[src/rtl/clk_div_monitor.sv]
// Frequency/lock monitor for a divided clock, running in the source clock domain.
// The divided clock is synchronized and its rising edges are detected. Each period
// is measured in source cycles and compared against EXP_PERIOD +/- TOL. The block
// reports lock, fault, a per-missing-edge timeout strobe and a saturating error count.
module clk_div_monitor #(
  parameter int unsigned EXP_PERIOD = 3,
  parameter int unsigned TOL        = 0,
  parameter int unsigned LOCK_CNT   = 4,
  parameter int unsigned CNT_W      = 8,
  parameter int unsigned ERR_W      = 8
) (
  input  logic             in,
  input  logic             reset,
  input  logic             div_in,
  input  logic             enable,
  input  logic             clr_err,
  output logic [CNT_W-1:0] period,
  output logic             period_vld,
  output logic             lock,
  output logic             fault,
  output logic             timeout,
  output logic [ERR_W-1:0] err_cnt
);

  localparam int unsigned LoBound = (EXP_PERIOD > TOL) ? EXP_PERIOD - TOL : 0;
  localparam int unsigned HiBound = EXP_PERIOD + TOL;
  localparam int unsigned GoodW   = (LOCK_CNT > 1) ? $clog2(LOCK_CNT) : 1;

  localparam logic [CNT_W-1:0] LoCnt    = CNT_W'(LoBound);
  localparam logic [CNT_W-1:0] HiCnt    = CNT_W'(HiBound);
  localparam logic [CNT_W-1:0] ToLimit  = CNT_W'(HiBound + 1);
  localparam logic [CNT_W-1:0] CntMax   = '1;
  localparam logic [ERR_W-1:0] ErrMax   = '1;
  localparam logic [GoodW-1:0] LockLast = GoodW'(LOCK_CNT - 1);

  typedef enum logic [2:0] {
    StIdle,
    StArm,
    StAcq,
    StLocked,
    StFault
  } state_e;

  state_e           state_q;
  logic             s1_q, s2_q, s3_q;
  logic [CNT_W-1:0] cnt_q;
  logic [GoodW-1:0] good_q;
  // Set once a timeout has fired for the current missing edge; cleared by the next rise.
  logic             to_fired_q;

  logic rise;
  logic active;
  logic period_good;
  logic eval;
  logic good_evt;
  logic bad_evt;
  logic to_evt;
  logic err_evt;

  // Two-flop synchronizer plus history flop for rising-edge detection.
  always_ff @(posedge in or posedge reset) begin
    if (reset) begin
      s1_q <= 1'b0;
      s2_q <= 1'b0;
      s3_q <= 1'b0;
    end else begin
      s1_q <= div_in;
      s2_q <= s1_q;
      s3_q <= s2_q;
    end
  end

  // Edge detection and per-cycle event decode.
  always_comb begin
    rise        = s2_q & ~s3_q;
    active      = (state_q == StAcq) || (state_q == StLocked) || (state_q == StFault);
    period_good = (cnt_q >= LoCnt) && (cnt_q <= HiCnt);
    // The rise that ends a timed-out period is reported but not judged again:
    // the timeout already accounted for that missing edge.
    eval        = active && rise && !to_fired_q;
    good_evt    = eval && period_good;
    bad_evt     = eval && !period_good;
    to_evt      = active && !rise && !to_fired_q && (cnt_q == ToLimit);
    err_evt     = bad_evt || to_evt;
  end

  // Monitor FSM, period counter and registered status outputs.
  always_ff @(posedge in or posedge reset) begin
    if (reset) begin
      state_q    <= StIdle;
      cnt_q      <= '0;
      good_q     <= '0;
      to_fired_q <= 1'b0;
      period     <= '0;
      period_vld <= 1'b0;
      lock       <= 1'b0;
      fault      <= 1'b0;
      timeout    <= 1'b0;
      err_cnt    <= '0;
    end else begin
      period_vld <= 1'b0;
      timeout    <= 1'b0;

      if (clr_err) begin
        err_cnt <= '0;
      end else if (enable && err_evt && (err_cnt != ErrMax)) begin
        err_cnt <= err_cnt + 1'b1;
      end

      if (!enable) begin
        state_q    <= StIdle;
        cnt_q      <= '0;
        good_q     <= '0;
        to_fired_q <= 1'b0;
        lock       <= 1'b0;
        fault      <= 1'b0;
      end else begin
        if (state_q == StIdle) begin
          cnt_q <= '0;
        end else if (rise) begin
          cnt_q <= CNT_W'(1);
        end else if (cnt_q != CntMax) begin
          cnt_q <= cnt_q + 1'b1;
        end

        if (rise) begin
          to_fired_q <= 1'b0;
        end else if (to_evt) begin
          to_fired_q <= 1'b1;
        end

        if (active && rise) begin
          period     <= cnt_q;
          period_vld <= 1'b1;
        end
        timeout <= to_evt;

        case (state_q)
          StIdle: begin
            state_q <= StArm;
          end
          StArm: begin
            if (rise) begin
              state_q <= StAcq;
              good_q  <= '0;
            end
          end
          StAcq, StFault: begin
            if (err_evt) begin
              good_q <= '0;
            end else if (good_evt) begin
              if (good_q == LockLast) begin
                state_q <= StLocked;
                lock    <= 1'b1;
                fault   <= 1'b0;
                good_q  <= '0;
              end else begin
                good_q <= good_q + 1'b1;
              end
            end
          end
          StLocked: begin
            if (err_evt) begin
              state_q <= StFault;
              lock    <= 1'b0;
              fault   <= 1'b1;
              good_q  <= '0;
            end
          end
          default: begin
            state_q <= StIdle;
          end
        endcase
      end
    end
  end

endmodule
[config.mk]
export PLATFORM = sky130hd
export DESIGN_NAME = clk_div_monitor
export DESIGN_NICKNAME = d
export VERILOG_FILES = /design/src/rtl/clk_div_monitor.sv
export SDC_FILE = /design/constraint.sdc
export NUM_CORES = 1
export LEC_CHECK = 0
export BUFFER_PORTS_ARGS = -buffer_cell sky130_fd_sc_hd__buf_2
export CAP_MARGIN = 20
export CELL_PAD_IN_SITES_DETAIL_PLACEMENT = 0
export CELL_PAD_IN_SITES_GLOBAL_PLACEMENT = 1
export CORE_MARGIN = 5
export CORE_UTILIZATION = 48
export DETAILED_ROUTE_END_ITERATION = 8
export PLACE_DENSITY_LB_ADDON = 0.1
export RECOVER_POWER = 25
export SLEW_MARGIN = 20
export SYNTH_ARGS = -nofsm -noshare
export SYNTH_HDL_FRONTEND = slang
export SYNTH_SLANG_ARGS = --single-unit
[constraint.sdc]
create_clock -name in -period 4 [get_ports in]
set_input_delay 0 -clock in [delete_from_list [all_inputs] [get_ports in]]
set_output_delay 0 -clock in [all_outputs]
set_load 0.05 [all_outputs]
==> run metrics <==
outcome=finished, violations left; failing checks=max-capacitance violations, max-slew violations; FF-to-FF Start=state_q[1]$_DFFE_PP0P_; Primary FF master, synth=dfrtp_1; Max Transition Viols Final=38; Syn Inst Count=188; register area=926 um^2; Yosys reg bits=37; worst clock skew=3.70 ps; HP Class=in -> reg; total power=809 uW; Hold Path Cell Cnt=2; Total Nets Final=224; initial antenna violation count=0; CTS Buf Count=5; vias in the first global route=1,482; all-layer global routing usage=16.9%; grt ovf=0; clock latency on the worst-skew pair=290 ps; I/O pin total=25; post-route ant nets=0; FP Rows=23; Die ar.=5420 um^2; Worst-path clk slew=70 ps; most common cell after layout, fill and taps aside=dfrtp_1; # H-tree levels=2; Max VDD drop=0.238 mV; CTS tree=yes; HP Start=clr_err; Layout area overhead=14.7%; Final Instance Area=2230 um^2; Cell Area, Synth=1940 um^2; Diodes inserted=0; PostCTS Resize Cnt=0; non-filler instance count after layout=266; Via density=5.69; via count=1,513; critical path launch point type=flop; worst setup margin=1900 ps; sequential area share after synthesis=47.6%; setup TNS=0 ps; CP arrival=2270 ps; gpl congestion=0.902; Avg Cell Area, Syn=10.3 um^2; layout cell share with drive strength beyond 1=22.7%; Lkg Pwr=1.04 nW; max frequency=477 MHz; post-layout util=56.1%; Final setup viols=0; Tmin final=2100 ps; placed insts=256; Final HPWL DP=2870 um; syn_nets=197; hold_ws=42.3 ps; largest net degree at the start of global routing=38; Post-DP Area=2090 um^2; drt first pass iters=4; Die Span X=73.6 um; Final Cycle Share=52.4%; # DRC=0; starting density of the core=49.0%; commonest non-fill, non-tap cells in the layout=dfrtp_1, nor2_1, buf_2; Setup CP Type=reg -> reg; number of distinct library cells after synthesis=52; Register-to-Register Path Depth=5; endpoint class of the critical path=flop; R2R Setup Slk=1900 ps; Yosys warnings=0; port bufs=24; max_slew headroom=-30.0%; root buffer cell=clkbuf_8; Sink Count=37; 1st-iter DRT viols=125; P per Cell Area=363 nW/um^2; first-pass GRT wire length=6980 um; Reg2Reg Capture Point=err_cnt[7]$_DFFE_PP0P_; core area=3970 um^2; fill count=365; final WL=3950 um; CTS max path bufs=2; DP Worst Slack=1920 ps; max-cap violation count=1; Worst Hold End=err_cnt[4]$_DFFE_PP0P_; Die H=73.6 um; Hold Vio Cnt, Final=0; Post-synth EDFFs=0; ys async rst share=100%; critical path data required time=4170 ps; area of the multi-input gates=955 um^2; RSZ-0062 raised after global routing=no; WL/cell=14.9 um; worst slew pin tran=1950 ps; CP max FO=11; Post CTS Setup Buffer Count=0
==> cell usage after synthesis, drive strengths merged (2+ instances only) <==
library cell / count / share of area, %
nor2: 29 / 5.7
mux2: 12 / 6.9
nor4: 3 / 1.3
o211ai: 2 / 0.77
xnor2: 2 / 0.90
ha: 4 / 2.6
o32ai: 2 / 0.90
nor3b: 2 / 1.4
buf: 3 / 1.4
a22oi: 2 / 0.77
and3b: 2 / 0.90
nand3: 7 / 1.8
nand4: 4 / 1.3
nor3: 5 / 2.4
o21bai: 3 / 1.2
nand2b: 5 / 1.6
mux2i: 2 / 1.0
inv: 6 / 1.2
a21oi: 6 / 1.5
nor2b: 6 / 1.9
dfrtp: 37 / 48
nand2: 11 / 2.1
a31oi: 3 / 0.97
a211oi: 2 / 0.77
and4b: 2 / 1.0
o21ai: 2 / 0.71
or4: 2 / 0.77
and4: 2 / 0.90
clkbuf: 4 / 0.77
o21a: 2 / 0.77
==> what timing repair did <==
| item | in CTS | in global routing |
|---|---|---|
| endpoints found under the hold margin | 38 | 0 |
| hold buffers | 2 | 0 |
| endpoints found under the setup margin | 0 | 0 |
==> layer usage <==
layer	part of all wire, %	vias up	global-route usage [%]	wire length, um
met5	0	-	0	0
met4	1.0	0	5.23	40
met3	4.6	5	5.47	181
met2	49	35	27.5	1940
met1	45	741	21.3	1790
li1	-	732	-	-
==> final cells by class <==
cell class,count,share of cell area [%]
clock inverters,2,1.68
multi-input cells,138,42.8
well taps,50,2.81
clock buffers,6,3.70
inverters,6,1.01
repair buffers,27,6.45
flip-flops and latches,37,41.5
==> sequential cells by signal (all words and copies together) (netlist names) <==
| signal | cells |
|---|---|
| lock | 1 |
| timeout | 1 |
| good_q | 2 |
| period_vld | 1 |
| s3_q | 1 |
| s2_q | 1 |
| s1_q | 1 |
| fault | 1 |
| to_fired_q | 1 |
| period | 8 |
| err_cnt | 8 |
| state_q | 3 |
| cnt_q | 8 |
==> worst max-delay path by stage <==
stage	endpoint	slack [ps]	startpoint	depth (start not counted)
6_report	err_cnt[7]$_DFFE_PP0P_	1900	state_q[1]$_DFFE_PP0P_	5
5_1_grt	good_q[1]$_DFFE_PP0P_	1400	reset	4
4_1_cts	err_cnt[0]$_DFFE_PP0P_	1900	cnt_q[0]$_DFFE_PP0P_	5
3_5_place_dp	err_cnt[7]$_DFFE_PP0P_	1920	state_q[1]$_DFFE_PP0P_	5
3_3_place_gp	err_cnt[4]$_DFFE_PP0P_	1960	cnt_q[0]$_DFFE_PP0P_	5
2_1_floorplan	err_cnt[7]$_DFFE_PP0P_	1880	err_cnt[0]$_DFFE_PP0P_	6
==> worst max-delay path, stage by stage (launching register included) <==
cell     delay, ps
dfrtp_1        510
nor3b_4        290
o21ai_2        180
or4_1          540
nor2_1         130
mux2_1         340
==> report_power, final <==
part	leakage (nW)	switching [mW]	internal, mW
Clock	0.0574	0.134	0.203
Sequential	0.507	0.0124	0.383
Combinational	0.471	0.0505	0.0256
==> logic make-up (layout without fill, tap and decap cells) <==
| logic type | after synthesis | in the layout | share of synthesized area (%) |
|---|---|---|---|
| AO/OA/AOI/OAI | 30 | 30 | 10.9 |
| XOR/XNOR | 3 | 3 | 1.35 |
| adder cells (fa/ha/maj) | 5 | 5 | 3.09 |
| buffers and inverters | 13 | 41 | 3.28 |
| flip-flops | 37 | 37 | 47.6 |
| multiplexers | 14 | 14 | 7.98 |
| AND/OR/NAND/NOR | 86 | 86 | 25.7 |
Note: power is estimated with default switching activity, not from simulation.
